<file path="src/rtl/mdl_oob_device.sv">
// rtl/mdl_oob_device.sv - device-side SATA OOB sequencer: COMINIT/COMWAKE bursts, ALIGN and SYNC streaming.
// Optional X_RDY after N_SYNC SYNC words is enabled by defining MDL_OOB_XRDY_EN.
module mdl_oob_device #(
    parameter int unsigned UIOOB           = 160,
    parameter int unsigned N_BURST         = 6,
    parameter int unsigned CINIT_IDLE_MULT = 3,
    parameter int unsigned CWAKE_IDLE_MULT = 1,
    parameter int unsigned WAKE_GAP        = 1024,
    parameter int unsigned ALIGN_MIN       = 2048,
    parameter int unsigned RETRY_TIMEOUT   = 65536,
    parameter int unsigned MAX_RETRY       = 3,
    parameter int unsigned N_SYNC          = 16
) (
    input  logic        i_clk,
    input  logic        i_rst,
    input  logic        i_comfinish,
    input  logic        i_comreset_det,
    input  logic        i_comwake_dev,
    input  logic        i_comwake_det,
    input  logic        i_link_up,
    output logic        o_burst_en,
    output logic [39:0] o_prim,
    output logic        o_word_strb,
    output logic [3:0]  o_state,
    output logic        o_fail
);

    localparam logic [39:0] ALIGN_P = {10'b0010011100, 10'b0101010101, 10'b0101010101, 10'b0011111010};
    localparam logic [39:0] SYNC_P  = {10'b1010101010, 10'b1010101010, 10'b1010101101, 10'b0011110011};
`ifdef MDL_OOB_XRDY_EN
    localparam logic [39:0] XRDY_P  = {10'b1110100101, 10'b1110100101, 10'b1010101010, 10'b0011110011};
`endif

    function automatic int unsigned max2(input int unsigned a, input int unsigned b);
        return (a > b) ? a : b;
    endfunction

    localparam int unsigned CINIT_IDLE = CINIT_IDLE_MULT * UIOOB;
    localparam int unsigned CWAKE_IDLE = CWAKE_IDLE_MULT * UIOOB;
    // One shared cycle timer covers bursts, idles, the wake gap and the retry timeout.
    localparam int unsigned CYC_MAX = max2(max2(max2(UIOOB, CINIT_IDLE), max2(CWAKE_IDLE, WAKE_GAP)), RETRY_TIMEOUT);
    localparam int TMR_W   = (CYC_MAX > 1)   ? $clog2(CYC_MAX)       : 1;
    localparam int BURST_W = (N_BURST > 1)   ? $clog2(N_BURST)       : 1;
    localparam int RETRY_W = (MAX_RETRY > 0) ? $clog2(MAX_RETRY + 1) : 1;
    localparam int WORD_W  = (ALIGN_MIN > 1) ? $clog2(ALIGN_MIN)     : 1;
    localparam int SYNC_W  = (N_SYNC > 1)    ? $clog2(N_SYNC)        : 1;

    localparam logic [TMR_W-1:0]   T_BURST = TMR_W'(UIOOB - 1);
    localparam logic [TMR_W-1:0]   T_CIDLE = TMR_W'(CINIT_IDLE - 1);
    localparam logic [TMR_W-1:0]   T_WIDLE = TMR_W'(CWAKE_IDLE - 1);
    localparam logic [TMR_W-1:0]   T_GAP   = TMR_W'(WAKE_GAP - 1);
    localparam logic [TMR_W-1:0]   T_RETRY = TMR_W'(RETRY_TIMEOUT - 1);
    localparam logic [BURST_W-1:0] B_LAST  = BURST_W'(N_BURST - 1);
    localparam logic [RETRY_W-1:0] R_MAX   = RETRY_W'(MAX_RETRY);
    localparam logic [WORD_W-1:0]  W_LAST  = WORD_W'(ALIGN_MIN - 1);
    localparam logic [SYNC_W-1:0]  SY_LAST = SYNC_W'(N_SYNC - 1);

    typedef enum logic [3:0] {
        S_IDLE      = 4'd0,
        S_CINIT     = 4'd1,
        S_WAIT_WAKE = 4'd2,
        S_CWAKE     = 4'd3,
        S_WAKE_HOLD = 4'd4,
        S_GAP       = 4'd5,
        S_ALIGN     = 4'd6,
        S_SYNC      = 4'd7,
        S_FAIL      = 4'd8
    } state_t;

    state_t             st, st_d;
    logic [TMR_W-1:0]   tmr, tmr_d;
    logic               burst_hi, burst_hi_d;
    logic [BURST_W-1:0] burst_cnt, burst_cnt_d;
    logic [RETRY_W-1:0] retry, retry_d;
    logic [5:0]         bit_cnt, bit_cnt_d;
    logic [WORD_W-1:0]  word_cnt, word_cnt_d;
    logic               align_done, align_done_d;
    logic               seen_wake, seen_wake_d;
    logic [SYNC_W-1:0]  sync_cnt, sync_cnt_d;
    logic [39:0]        prim, prim_d;
    logic               fail, fail_d;
    logic [TMR_W-1:0]   idle_last;
    logic               comreset;
`ifdef MDL_OOB_XRDY_EN
    logic               sync_done, sync_done_d;
`endif

    always_ff @(posedge i_clk) begin
        if (i_rst) begin
            st         <= S_IDLE;
            tmr        <= '0;
            burst_hi   <= 1'b0;
            burst_cnt  <= '0;
            retry      <= '0;
            bit_cnt    <= '0;
            word_cnt   <= '0;
            align_done <= 1'b0;
            seen_wake  <= 1'b0;
            sync_cnt   <= '0;
            prim       <= ALIGN_P;
            fail       <= 1'b0;
`ifdef MDL_OOB_XRDY_EN
            sync_done  <= 1'b0;
`endif
        end else begin
            st         <= st_d;
            tmr        <= tmr_d;
            burst_hi   <= burst_hi_d;
            burst_cnt  <= burst_cnt_d;
            retry      <= retry_d;
            bit_cnt    <= bit_cnt_d;
            word_cnt   <= word_cnt_d;
            align_done <= align_done_d;
            seen_wake  <= seen_wake_d;
            sync_cnt   <= sync_cnt_d;
            prim       <= prim_d;
            fail       <= fail_d;
`ifdef MDL_OOB_XRDY_EN
            sync_done  <= sync_done_d;
`endif
        end
    end

    always_comb begin
        st_d         = st;
        tmr_d        = tmr;
        burst_hi_d   = burst_hi;
        burst_cnt_d  = burst_cnt;
        retry_d      = retry;
        bit_cnt_d    = bit_cnt;
        word_cnt_d   = word_cnt;
        align_done_d = align_done;
        seen_wake_d  = seen_wake;
        sync_cnt_d   = sync_cnt;
        prim_d       = prim;
        fail_d       = fail;
`ifdef MDL_OOB_XRDY_EN
        sync_done_d  = sync_done;
`endif
        idle_last    = (st == S_CINIT) ? T_CIDLE : T_WIDLE;
        comreset     = i_comfinish & i_comreset_det;

        case (st)
            S_CINIT, S_CWAKE: begin
                tmr_d = tmr + 1'b1;
                if (burst_hi) begin
                    if (tmr == T_BURST) begin
                        tmr_d      = '0;
                        burst_hi_d = 1'b0;
                    end
                end else if (tmr == idle_last) begin
                    tmr_d = '0;
                    if (burst_cnt == B_LAST) begin
                        burst_cnt_d = '0;
                        st_d        = (st == S_CINIT) ? S_WAIT_WAKE : S_WAKE_HOLD;
                    end else begin
                        burst_cnt_d = burst_cnt + 1'b1;
                        burst_hi_d  = 1'b1;
                    end
                end
            end
            S_WAIT_WAKE: begin
                tmr_d = tmr + 1'b1;
                if (i_comfinish & i_comwake_dev) begin
                    st_d        = S_CWAKE;
                    tmr_d       = '0;
                    burst_hi_d  = 1'b1;
                    burst_cnt_d = '0;
                end else if (tmr == T_RETRY) begin
                    tmr_d = '0;
                    if (retry == R_MAX) begin
                        st_d   = S_FAIL;
                        fail_d = 1'b1;
                    end else begin
                        retry_d     = retry + 1'b1;
                        st_d        = S_CINIT;
                        burst_hi_d  = 1'b1;
                        burst_cnt_d = '0;
                    end
                end
            end
            S_WAKE_HOLD: begin
                // Host must be seen driving COMWAKE before its release counts.
                if (i_comwake_det) begin
                    seen_wake_d = 1'b1;
                end else if (seen_wake) begin
                    seen_wake_d = 1'b0;
                    st_d        = S_GAP;
                    tmr_d       = '0;
                end
            end
            S_GAP: begin
                tmr_d = tmr + 1'b1;
                if (tmr == T_GAP) begin
                    tmr_d        = '0;
                    st_d         = S_ALIGN;
                    bit_cnt_d    = '0;
                    word_cnt_d   = '0;
                    align_done_d = 1'b0;
                end
            end
            S_ALIGN, S_SYNC: begin
                bit_cnt_d = bit_cnt + 6'd1;
                if (bit_cnt == 6'd39) begin
                    bit_cnt_d = '0;
                    if (st == S_ALIGN) begin
                        if (word_cnt == W_LAST) begin
                            word_cnt_d   = '0;
                            align_done_d = 1'b1;
                        end else begin
                            word_cnt_d = word_cnt + 1'b1;
                        end
                        if ((align_done || word_cnt == W_LAST) && i_link_up) begin
                            st_d       = S_SYNC;
                            prim_d     = SYNC_P;
                            sync_cnt_d = '0;
                        end
                    end else begin
                        sync_cnt_d = (sync_cnt == SY_LAST) ? '0 : sync_cnt + 1'b1;
`ifdef MDL_OOB_XRDY_EN
                        if (sync_cnt == SY_LAST) begin
                            sync_done_d = 1'b1;
                        end
                        prim_d = (sync_done || sync_cnt == SY_LAST) ? XRDY_P : SYNC_P;
`endif
                    end
                end
            end
            S_IDLE, S_FAIL: begin
            end
            default: st_d = S_IDLE;
        endcase

        // A host COMRESET overrides everything else; retry history survives unless starting from IDLE.
        if (comreset && st != S_CINIT) begin
            st_d         = S_CINIT;
            tmr_d        = '0;
            burst_hi_d   = 1'b1;
            burst_cnt_d  = '0;
            bit_cnt_d    = '0;
            word_cnt_d   = '0;
            align_done_d = 1'b0;
            seen_wake_d  = 1'b0;
            sync_cnt_d   = '0;
            prim_d       = ALIGN_P;
`ifdef MDL_OOB_XRDY_EN
            sync_done_d  = 1'b0;
`endif
            if (st == S_IDLE) begin
                retry_d = '0;
            end
        end
    end

    assign o_burst_en  = (((st == S_CINIT) || (st == S_CWAKE)) && burst_hi) ||
                         (st == S_ALIGN) || (st == S_SYNC);
    assign o_word_strb = ((st == S_ALIGN) || (st == S_SYNC)) && (bit_cnt == 6'd0);
    assign o_prim      = prim;
    assign o_state     = st;
    assign o_fail      = fail;

endmodule

</file>
<file path="config.mk">
export PLATFORM = sky130hd
export DESIGN_NAME = mdl_oob_device
export DESIGN_NICKNAME = d
export VERILOG_FILES = /design/src/rtl/mdl_oob_device.sv
export SDC_FILE = /design/constraint.sdc
export NUM_CORES = 1
export LEC_CHECK = 0
export BUFFER_PORTS_ARGS = -buffer_cell sky130_fd_sc_hd__buf_4
export CAP_MARGIN = 10
export CORE_MARGIN = 8
export CORE_UTILIZATION = 60
export CTS_CLUSTER_DIAMETER = 100
export DETAILED_ROUTE_END_ITERATION = 16
export PLACE_DENSITY = 0.84
export SETUP_SLACK_MARGIN = 0.05
export SYNTH_ARGS = -nofsm -noshare
export SYNTH_HDL_FRONTEND = slang
export SYNTH_SLANG_ARGS = --single-unit
</file>
<file path="constraint.sdc">
create_clock -name i_clk -period 6.35 [get_ports i_clk]
set_input_delay 1.27 -clock i_clk [delete_from_list [all_inputs] [get_ports i_clk]]
set_output_delay 1.27 -clock i_clk [all_outputs]
set_load 0.1 [all_outputs]
</file>
==> flow_metrics.tcl <==
set metrics [dict create \
    status "complete, no violations" \
    ys_ff_latch 48 \
    synth_common_cells "dfxtp_1 (48), nor2_1 (45), buf_4 (40)" \
    area_delta_synth_final_pct 4.95 \
    finalSetupViolCount 0 \
    required_ns 5.08 \
    path_class "register to primary output" \
    rsz0062_at_grt "false" \
    tightest_slew_ns 0.749 \
    power_switching_w 0.000185 \
    seqCellArea_sq_um 961 \
    wirelength_um 6740 \
    cts_setup_buffers 0 \
    rows 26 \
    syn-cell-area_sq_um 3160 \
    post_synth.cell_area_avg_sq_um 8.12 \
    ant_nets 0 \
    total_power_w 0.000621 \
    slew_headroom_pct 50.0 \
    fp.dieArea_sq_um 7850 \
    worstSkewPairLatency_ns 0.31 \
    arrival_ns 2.22 \
    vias 2680 \
    synthArstFlopShare_pct 0 \
    grt_pass1_vias 2414 \
    antenna_found_initial 0 \
    synthTopCellsByArea "dfxtp_1 (30%), buf_4 (9.5%), nor2_1 (5.3%)" \
    setup_tns_ns 0 \
    cts.reportedPaths.clkPinSlew_ns 0.09 \
    synth-simple-area-share_pct 34.1 \
    grt_max_degree 24 \
    fp.dieH_um 88.6 \
    drv_cap 0 \
    skew_ns 0.00612 \
    min_path_cells 2 \
    die_x_um 88.6 \
    synth_compound_area_share_pct 16.2 \
    path_max_fanout 20 \
    p_per_area_nw_per_um2 187 \
    muxShareOfSynthArea_pct 0.633 \
    track_usage_pct 17.8 \
    synth_top_area_share_pct 30.4 \
    coreArea_sq_um 5110 \
    r2r_cells 6 \
    drt_iter0_drc 197 \
    multi_input_area_sq_um 1860 \
    remaining_drc_errors 0 \
    synth_ff_type "dfxtp_1" \
    p_comb_share_pct 13.9 \
    hold_viol_final 0 \
    wl_per_cell_um 14.5 \
    period_share_pct 55.0 \
    ios 54 \
    min_path_type "register to register" \
    synth_top_family_by_area "simple AND/OR/NAND/NOR gates" \
    hold_ws_ns 0.484 \
    start_util_pct 61.9 \
    fin_crit_ns 3.49 \
    final-max-slew-violation-count 0 \
    ctsHoldBuffers 0 \
    dp_hpwl_um 4930 \
    drive_above_1_share_pct 19.0 \
    p_leak_nw 1.22 \
    overflow 0 \
    h-tree-depth 2 \
    internal-power_w 0.000436 \
    viasPerCell 5.78 \
    root_buffer "clkbuf_8" \
    synth_fa_ha_area_share_pct 1.58 \
    clock_path_buffers 2 \
    finalNetCount 404 \
    cts_inserted_buffers 5 \
    vdd_drop_max_mv 0.134 \
    synthCells 389 \
    cp-start-kind "register" \
    first_pass_iters 5 \
    fill_cells 440 \
    cts_tree "built" \
    clkPwrFrac_pct 36.6 \
    place_congestion 0.867 \
    grt_first_pass_wirelength_um 11300 \
    seq_area_frac_synth_pct 30.4 \
    synth_warnings 0 \
    post_cts_resized 0 \
    synth-edff-count 0 \
    synth_area_leader_cell "dfxtp_1" \
    cts_sinks 48 \
    synth.distinct_cells 65 \
    end_kind "primary output" \
    portBuffers 37 \
    num_antenna_cells 0 \
    seqPwrFrac_pct 49.5 \
    sw_frac_of_total_pct 29.7 \
    synthXorXnorAreaFrac_pct 4.43 \
    fmax_mhz 286 \
    rrSetupSlack_ns 3.74 \
    yosysMostFrequentCell "dfxtp_1" \
]
[power groups by stage]
| stage | registers (W) | logic, W | clock network, W |
|---|---|---|---|
| 2_1_floorplan | 0.000316 | 0.0000816 | 0 |
| 3_3_place_gp | 0.000314 | 0.0000856 | 0 |
| 3_5_place_dp | 0.000314 | 0.0000864 | 0 |
| 4_1_cts | 0.000307 | 0.0000864 | 0.000233 |
| 5_1_grt | 0.000308 | 0.0000916 | 0.000246 |
| 6_report | 0.000307 | 0.0000865 | 0.000227 |
[per-stage QoR]
stage | instance area [sq um] | utilization [%] | worst slack [ns] | cells
floorplan | 3210 | - | 1.54 | 403
global route | 3320 | 64.9 | 2.69 | 464
finish | 3320 | 64.9 | 2.86 | 464
CTS | 3320 | 64.9 | 2.87 | 464
detailed placement | 3200 | 62.7 | 3.20 | 456
global placement | 3200 | 62.7 | 3.31 | 456
[registers in the layout (all words and copies together), names as in the netlist]
name        count
align_done      1
bit_cnt         6
burst_cnt       3
burst_hi        1
o_fail          1
o_prim          2
o_state         4
retry           2
seen_wake       1
tmr            16
word_cnt       11
[final cells by class]
cell class / count / area share, %
clock buffer: 5 / 2.07
clock inverter: 3 / 1.40
timing repair buffer: 37 / 8.37
inverter: 4 / 0.453
multi-input combinational: 297 / 56.1
sequential: 48 / 29.0
tap: 70 / 2.64
[worst paths after layout]
kind         startpoint     endpoint
max          o_state[2]  o_word_strb
min              o_fail       o_fail
max reg2reg  o_state[2]   bit_cnt[4]
min reg2reg      o_fail       o_fail
[worst max-delay path, stage by stage, from the launching register on]
cell	delay, ns
dfxtp_1	0.77
nand3b_1	0.50
nor3_1	0.31
buf_4	0.33
[layer usage]
metal	GRT usage (%)	wire (um)	vias to the layer above
met2	29.8	3280	98
met4	5.07	55	0
met1	22.3	2950	1237
met5	0	0	-
li1	-	-	1338
met3	3.53	450	7
[cells by family (layout without fill, tap and decap cells)]
group                    count (synthesis)  count (layout)
adder cells (fa/ha/maj)                  4               4
buffers and inverters                   58              49
AO/OA/AOI/OAI                           76              76
AND/OR/NAND/NOR                        183             183
multiplexers                             2               2
other                                    2              16
flip-flops                              48              48
XOR/XNOR                                16              16
[cells in the final DEF, fill, tap and decap left out, drive strengths merged, types with 3 or more instances in the layout]
| cell | count |
|---|---|
| and3 | 9 |
| or3b | 4 |
| nor2b | 4 |
| clkbuf | 5 |
| buf | 37 |
| nand2b | 6 |
| inv | 5 |
| xnor2 | 8 |
| nand2 | 27 |
| and4 | 5 |
| a211oi | 3 |
| a21oi | 27 |
| o21ai | 22 |
| nand4 | 12 |
| nor3b | 3 |
| or3 | 6 |
| conb | 16 |
| and2 | 5 |
| nand3b | 6 |
| ha | 4 |
| nand3 | 18 |
| nor2 | 53 |
| xor2 | 8 |
| a31oi | 6 |
| nor4 | 4 |
| dfxtp | 48 |
| nor3 | 13 |
| a41oi | 3 |
Note: power is estimated with default switching activity, not from simulation.
